$ cat config.mk
export PLATFORM = sky130hd
export DESIGN_NAME = muldiv_sequencer_flat
export DESIGN_NICKNAME = d
export VERILOG_FILES = /design/src/rtl/muldiv_sequencer_if.sv /design/src/rtl/muldiv_sequencer.sv /design/src/flat_wrapper.sv
export SDC_FILE = /design/constraint.sdc
export NUM_CORES = 1
export LEC_CHECK = 0
export CAP_MARGIN = 20
export CORE_ASPECT_RATIO = 0.8
export CORE_UTILIZATION = 58
export CTS_CLUSTER_DIAMETER = 100
export DETAILED_ROUTE_END_ITERATION = 10
export HOLD_SLACK_MARGIN = 0.1
export PLACE_DENSITY = 0.8
export REMOVE_ABC_BUFFERS = 1
export SYNTH_ARGS = -nofsm -noshare
export SYNTH_HDL_FRONTEND = slang
export SYNTH_SLANG_ARGS = --single-unit
$ cat constraint.sdc
create_clock -name clk -period 7.64 [get_ports clk]
set_clock_uncertainty 0.1 [all_clocks]
set_input_delay 1.528 -clock clk [delete_from_list [all_inputs] [get_ports clk]]
set_output_delay 1.528 -clock clk [all_outputs]
set_load 0.005 [all_outputs]
$ cat src/rtl/muldiv_sequencer_if.sv
// Handshake and operand bundle between the EX stage and the RV32M multiply/divide sequencer.
interface muldiv_sequencer_if #(
  parameter int unsigned XLEN = 32
);
  logic            start_i;
  logic [2:0]      op_i;
  logic [XLEN-1:0] rs1_i;
  logic [XLEN-1:0] rs2_i;
  logic            flush_i;
  logic            stall_o;
  logic            busy_o;
  logic            valid_o;
  logic [XLEN-1:0] result_o;

  modport master (
    output start_i, op_i, rs1_i, rs2_i, flush_i,
    input  stall_o, busy_o, valid_o, result_o
  );

  modport slave (
    input  start_i, op_i, rs1_i, rs2_i, flush_i,
    output stall_o, busy_o, valid_o, result_o
  );
endinterface

$ cat src/rtl/muldiv_sequencer.sv
// Iterative RV32M sequencer: radix-2 shift-add multiply and restoring divide,
// with a fast path for divide-by-zero and signed overflow.
module muldiv_sequencer #(
  parameter int unsigned XLEN = 32
) (
  input  logic                clk,
  input  logic                resetn,
  muldiv_sequencer_if.slave   bus
);
  localparam int unsigned CW = $clog2(XLEN);

  localparam logic [2:0] OP_MUL    = 3'd0;
  localparam logic [2:0] OP_MULH   = 3'd1;
  localparam logic [2:0] OP_MULHSU = 3'd2;
  localparam logic [2:0] OP_DIV    = 3'd4;
  localparam logic [2:0] OP_REM    = 3'd6;

  typedef enum logic [2:0] {S_IDLE, S_PREP, S_CALC, S_FIX, S_DONE} state_t;

  state_t            state_q, state_d;
  logic [2:0]        op_q, op_d;
  logic [XLEN-1:0]   rs1_q, rs1_d, rs2_q, rs2_d;
  logic [CW-1:0]     count_q, count_d;
  logic [XLEN-1:0]   acc_q, acc_d;
  logic [2*XLEN-1:0] prod_q, prod_d;
  logic              neg1_q, neg1_d, neg2_q, neg2_d;
  logic [XLEN-1:0]   result_q, result_d;
  logic              busy_q, busy_d;

  logic              sgn1, sgn2, n1, n2;
  logic [XLEN-1:0]   abs1, abs2;
  logic [XLEN:0]     mul_sum, mul_upper;
  logic [XLEN:0]     div_top;
  logic [XLEN-1:0]   div_diff;
  logic              div_ge;
  logic [2*XLEN-1:0] mul_fix;
  logic [XLEN-1:0]   quo_fix, rem_fix;
  logic              div_zero, div_ovf;

  assign sgn1 = (op_q == OP_MULH) || (op_q == OP_MULHSU) || (op_q == OP_DIV) || (op_q == OP_REM);
  assign sgn2 = (op_q == OP_MULH) || (op_q == OP_DIV) || (op_q == OP_REM);
  assign n1   = sgn1 & rs1_q[XLEN-1];
  assign n2   = sgn2 & rs2_q[XLEN-1];
  assign abs1 = n1 ? -rs1_q : rs1_q;
  assign abs2 = n2 ? -rs2_q : rs2_q;

  // Multiply keeps {partial product, multiplier}; the carry of the add is shifted in.
  assign mul_sum   = {1'b0, prod_q[2*XLEN-1:XLEN]} + {1'b0, acc_q};
  assign mul_upper = prod_q[0] ? mul_sum : {1'b0, prod_q[2*XLEN-1:XLEN]};

  // Divide keeps {remainder, quotient}; the shifted remainder needs one extra bit.
  assign div_top  = prod_q[2*XLEN-1:XLEN-1];
  assign div_ge   = div_top >= {1'b0, acc_q};
  assign div_diff = div_top[XLEN-1:0] - acc_q;

  assign mul_fix  = (neg1_q ^ neg2_q) ? -prod_q : prod_q;
  assign quo_fix  = (neg1_q ^ neg2_q) ? -prod_q[XLEN-1:0] : prod_q[XLEN-1:0];
  assign rem_fix  = neg1_q ? -prod_q[2*XLEN-1:XLEN] : prod_q[2*XLEN-1:XLEN];

  assign div_zero = op_q[2] && (rs2_q == '0);
  assign div_ovf  = ((op_q == OP_DIV) || (op_q == OP_REM)) &&
                    (rs1_q == {1'b1, {(XLEN-1){1'b0}}}) && (rs2_q == '1);

  always_comb begin
    state_d  = state_q;
    op_d     = op_q;
    rs1_d    = rs1_q;
    rs2_d    = rs2_q;
    count_d  = count_q;
    acc_d    = acc_q;
    prod_d   = prod_q;
    neg1_d   = neg1_q;
    neg2_d   = neg2_q;
    result_d = result_q;
    busy_d   = 1'b0;

    unique case (state_q)
      S_IDLE: begin
        if (bus.start_i) begin
          op_d    = bus.op_i;
          rs1_d   = bus.rs1_i;
          rs2_d   = bus.rs2_i;
          state_d = S_PREP;
          busy_d  = 1'b1;
        end
      end
      S_PREP: begin
        neg1_d  = n1;
        neg2_d  = n2;
        count_d = CW'(XLEN - 1);
        if (op_q[2]) begin
          acc_d  = abs2;
          prod_d = {{XLEN{1'b0}}, abs1};
        end else begin
          acc_d  = abs1;
          prod_d = {{XLEN{1'b0}}, abs2};
        end
        if (div_zero) begin
          result_d = op_q[1] ? rs1_q : '1;
          state_d  = S_DONE;
        end else if (div_ovf) begin
          result_d = op_q[1] ? '0 : rs1_q;
          state_d  = S_DONE;
        end else begin
          state_d = S_CALC;
          busy_d  = 1'b1;
        end
      end
      S_CALC: begin
        busy_d = 1'b1;
        if (op_q[2]) begin
          prod_d = {(div_ge ? div_diff : div_top[XLEN-1:0]), prod_q[XLEN-2:0], div_ge};
        end else begin
          prod_d = {mul_upper, prod_q[XLEN-1:1]};
        end
        if (count_q == '0) begin
          state_d = S_FIX;
        end else begin
          count_d = count_q - 1'b1;
        end
      end
      S_FIX: begin
        if (op_q[2]) begin
          result_d = op_q[1] ? rem_fix : quo_fix;
        end else if (op_q == OP_MUL) begin
          result_d = mul_fix[XLEN-1:0];
        end else begin
          result_d = mul_fix[2*XLEN-1:XLEN];
        end
        state_d = S_DONE;
      end
      S_DONE: begin
        state_d = S_IDLE;
      end
      default: begin
        state_d = S_IDLE;
      end
    endcase

    // Flush overrides everything: back to IDLE, nothing accepted, result untouched.
    if (bus.flush_i) begin
      state_d  = S_IDLE;
      op_d     = op_q;
      rs1_d    = rs1_q;
      rs2_d    = rs2_q;
      result_d = result_q;
      busy_d   = 1'b0;
    end
  end

  always_ff @(posedge clk or negedge resetn) begin
    if (!resetn) begin
      state_q  <= S_IDLE;
      op_q     <= '0;
      rs1_q    <= '0;
      rs2_q    <= '0;
      count_q  <= '0;
      acc_q    <= '0;
      prod_q   <= '0;
      neg1_q   <= 1'b0;
      neg2_q   <= 1'b0;
      result_q <= '0;
      busy_q   <= 1'b0;
    end else begin
      state_q  <= state_d;
      op_q     <= op_d;
      rs1_q    <= rs1_d;
      rs2_q    <= rs2_d;
      count_q  <= count_d;
      acc_q    <= acc_d;
      prod_q   <= prod_d;
      neg1_q   <= neg1_d;
      neg2_q   <= neg2_d;
      result_q <= result_d;
      busy_q   <= busy_d;
    end
  end

  assign bus.stall_o  = (bus.start_i && (state_q == S_IDLE)) || busy_q;
  assign bus.busy_o   = busy_q;
  assign bus.valid_o  = (state_q == S_DONE) && !bus.flush_i;
  assign bus.result_o = result_q;
endmodule

$ cat src/flat_wrapper.sv
// flat-port wrapper written by rule: the top's interface ports become plain ports
module muldiv_sequencer_flat 
#(
  parameter int unsigned XLEN = 32
)
  (clk, resetn, bus_start_i, bus_op_i, bus_rs1_i, bus_rs2_i, bus_flush_i, bus_stall_o, bus_busy_o, bus_valid_o, bus_result_o);
  muldiv_sequencer_if #(.XLEN(XLEN)) bus_i ();
  input  logic clk;
  input  logic resetn;
  input wire logic [$bits(bus_i.start_i)-1:0] bus_start_i;
  input wire logic [$bits(bus_i.op_i)-1:0] bus_op_i;
  input wire logic [$bits(bus_i.rs1_i)-1:0] bus_rs1_i;
  input wire logic [$bits(bus_i.rs2_i)-1:0] bus_rs2_i;
  input wire logic [$bits(bus_i.flush_i)-1:0] bus_flush_i;
  output wire logic [$bits(bus_i.stall_o)-1:0] bus_stall_o;
  output wire logic [$bits(bus_i.busy_o)-1:0] bus_busy_o;
  output wire logic [$bits(bus_i.valid_o)-1:0] bus_valid_o;
  output wire logic [$bits(bus_i.result_o)-1:0] bus_result_o;
  assign bus_i.start_i = bus_start_i;
  assign bus_i.op_i = bus_op_i;
  assign bus_i.rs1_i = bus_rs1_i;
  assign bus_i.rs2_i = bus_rs2_i;
  assign bus_i.flush_i = bus_flush_i;
  assign bus_stall_o = bus_i.stall_o;
  assign bus_busy_o = bus_i.busy_o;
  assign bus_valid_o = bus_i.valid_o;
  assign bus_result_o = bus_i.result_o;
  muldiv_sequencer #(.XLEN(XLEN)) u_core (.clk(clk), .resetn(resetn), .bus(bus_i));
endmodule
==> results by group <==
Yosys
  – Post-synth top area cell: dfrtp_1
  – Synth Register Bits: approximately 210
  – Post-synth EDFFs: 0
  – Post-Synth Adder-Cell Area: between 5 and 6%
  – Simple-gate share of the synthesized area: 19.4%
  – Post-synthesis mux area share: 7.19%
  – Compound-gate portion of the synthesized area: approximately a quarter
  – Mapped cell area: 18100 um^2
  – Avg Synthesized Cell Area: 7.81 um^2
  – Yosys warnings: 0
  – Area contributors post-synth: dfrtp_1 29%, a21oi_1 7.0%, nand2_1 5.6%
  – Unique masters post-synth: 84
  – Area share of the largest cell type after synthesis: 28.5%
  – Sequential cell area fraction in the yosys report: 28.5%
  – Largest family of logic cells by synthesized area: compound AO/OA/AOI/OAI gates
  – Post-Synthesis Cells: between 2000 and 2500
  – Xor and xnor area share after synthesis: 9.11%
  – Async set or reset register ratio after synthesis: 100%
  – Post-synth top flop: dfrtp_1

STA
  – Setup violators final: 0
  – Fmax: 211 MHz
  – Slew margin rel.: between 20% and 30%
  – Period utilization: 62.0%
  – Fin. max-slew vios: 0
  – Setup TNS: 0 ns
  – RSZ-0062 raised after global routing: no
  – Worst-Margin Slew: 1.06 ns
  – Final worst setup slack: roughly 2.9 ns
  – Final Hold Viols: 0
  – Final min period: approximately 4.7 ns

Run status
  – Run status: complete, no violations

Placement
  – Final RePlAce weighted congestion: 1.06
  – HPWL Detailed: 44700 um
  – # port buffers: between 100 and 150
  – Dpl ws: 3.09 ns
  – Area of placed instances: 19200 um^2

Detailed routing
  – Via density: 6.80
  – Drt drc: 0
  – DR vias: 18462
  – Final ANT Viol Nets: 0
  – Wire length per cell: 22.6 um
  – Drt first-iter violations: 2554
  – Final WL: 61400 um
  – DR pass1 iterations: 7

Min path
  – Hold Crit Class: reg -> reg
  – Hold depth: 2
  – Hold path start: u_core.bus.result_o[8]
  – WHS Endpoint: u_core.bus.result_o[8]

Clocking
  – H-Tree Depth: 1
  – Clk sinks: 206
  – Clock Latency Late Sink: 0.54 ns
  – CTS tree: built
  – CTS hold repair buffers: 0
  – Root Buffer: clkbuf_16
  – CTS buffer count: 23
  – CTS Buffer Depth: 3
  – CTS resizes: 0
  – Clk pin slew, worst setup/hold paths: 0.07 ns
  – Post-CTS setup buffers: 0

Setup path
  – Startpoint types: flip-flop
  – R2r endpoint: u_core.bus.result_o[13]
  – R2R setup slack: 2.90 ns
  – Arr. time, crit path: just over 5 ns
  – Critical path class: reg -> reg
  – Req. time, crit path: 7.97 ns
  – Worst-path maximum fanout: 64
  – Reg2reg path depth: 11
  – FF-to-FF Start: u_core.rs2_q[2]
  – Crit end category: flip-flop

Global route
  – Grt total ovfl: 0
  – Number of global-route vias before repair: around 17000
  – Pin count of the biggest net entering global routing: 101
  – Global Route Usage Sum: between 30% and 40%
  – First-pass GRT wire length: between 90000 and 100000 um
  – Initial antenna violation count: 1

Final layout
  – Layout area overhead: 10.0%
  – NumNets Final: 2431
  – Fillers: ~2600
  – Final Instance Area: 19900 um^2
  – Layout cells sized above 1: around 7%
  – Most common cell after layout, fill and taps aside: nand2_1
  – Commonest cells after routing, fill and taps aside: 269 x nand2_1, 251 x a21oi_1, 204 x dfrtp_1

Floorplan
  – Num ports: roughly 110
  – Die area: 31900 um^2
  – Die H: 160 um
  – Die width: between 150 and 200 um
  – Site Rows: 57
  – Initial Utilization: 59.2%
  – Placeable Area: 30500 um^2

Power
  – Peak VDD IR: 0.000279 V
  – P_leak: 0.00814 uW
  – PwrDens: approximately 500 nW/um^2

Job
  – Max Cap Viol: 0
==> layout make-up <==
class	instances	area (um^2)	share of cell area [%]
well taps	413	517	2.60
inverters	65	244	1.23
flip-flops and latches	206	5160	26.0
repair buffers	131	1250	6.29
clock buffers	33	633	3.18
multi-input cells	1860	12000	60.5
clock inverters	6	37.5	0.189
diodes	1	2.50	0.0126
==> through the flow <==
stage	power, uW	std cells	hold slack [ns]	util [%]
3_3_place_gp	8410	2675	0.369	62.9
4_1_cts	9680	2714	0.393	65.1
5_1_grt	10500	2714	0.413	65.1
2_1_floorplan	6670	2131	0.363	-
3_5_place_dp	8590	2675	0.374	62.9
6_report	9930	2715	0.393	65.1
==> registers in the layout, summed over array words and instances (netlist names) <==
register,flops
u_core.op_q,3
u_core.rs2_q,32
u_core.acc_q,32
u_core.bus.busy_o,1
u_core.bus.result_o,32
u_core.count_q,5
u_core.rs1_q,32
u_core.neg1_q,1
u_core.prod_q,64
u_core.state_q,3
u_core.neg2_q,1
==> logic make-up (layout without fill, tap and decap cells) <==
| group | after synthesis | after routing |
|---|---|---|
| compound gates | 736 | 736 |
| xor+xnor | 188 | 188 |
| mux | 121 | 121 |
| flops | 206 | 206 |
| simple gates | 742 | 742 |
| fa+ha+maj | 73 | 73 |
| other cells | 0 | 1 |
| buf+inv | 247 | 235 |
==> metal layers <==
| metal | track usage, % | part of all wire, % | vias up |
|---|---|---|---|
| met2 | 54.6 | 42 | 1155 |
| met1 | 55.7 | 43 | 8781 |
| met4 | 13.5 | 4.0 | 2 |
| li1 | - | - | 8345 |
| met3 | 9.06 | 12 | 179 |
| met5 | 0 | 0.016 | - |
==> worst max-delay path, cell delays in order, from the launching register on <==
cell and delay [ns]:
dfrtp_1 0.45, or4_1 0.62, nor4b_2 0.78, and4b_1 0.42, and4b_2 0.24, buf_4 0.51, o311ai_4 0.15, buf_4 0.32
nor2_2 0.45, o21ai_0 0.18, o32ai_1 0.29, nor2_1 0.07
==> synthesized netlist by cell type, types with 6 or more instances <==
cell      count
o211ai_1     25
nand4_1      23
or4_1        10
o21bai_1      9
o22ai_1      12
mux2i_1      50
o41ai_1      16
a21oi_1     251
nor2_1      183
nor3_1       65
buf_2         9
ha_1         71
nand2b_1     22
and2_1        9
o21ai_0     188
a21boi_0      6
o221ai_1     43
o21a_1       12
xor2_1       99
nand3_1      36
mux2_2       71
buf_1        13
nor2b_1      21
a211oi_1     23
nand2_1     269
a221o_1       6
inv_1        64
a31oi_1      28
a21o_1       16
and3_1       10
nor4_1       31
a22o_1       14
dfrtp_1     206
or3_1        19
o31ai_1      23
nor4b_1       6
a221oi_1      6
a211o_1       6
a41oi_1       6
clkbuf_1    159
xnor2_1      89
==> worst max path at each step <==
stage | end | from | slack (ns)
2_1_floorplan | u_core.bus.result_o[13] | u_core.op_q[2] | 0.41
3_3_place_gp | bus_valid_o | bus_flush_i | 3.19
3_5_place_dp | u_core.bus.result_o[13] | u_core.rs2_q[2] | 3.09
4_1_cts | u_core.bus.result_o[13] | u_core.rs2_q[2] | 3.10
5_1_grt | u_core.bus.result_o[13] | u_core.rs2_q[2] | 2.74
6_report | u_core.bus.result_o[13] | u_core.rs2_q[2] | 2.90
==> power breakdown <==
part	leakage, uW	internal (uW)	switching [uW]
clock	0.000319	573	474
sequential	0.00256	1490	880
combinational	0.00526	2550	3960
No activity file was read; power rests on OpenSTA's default activity.
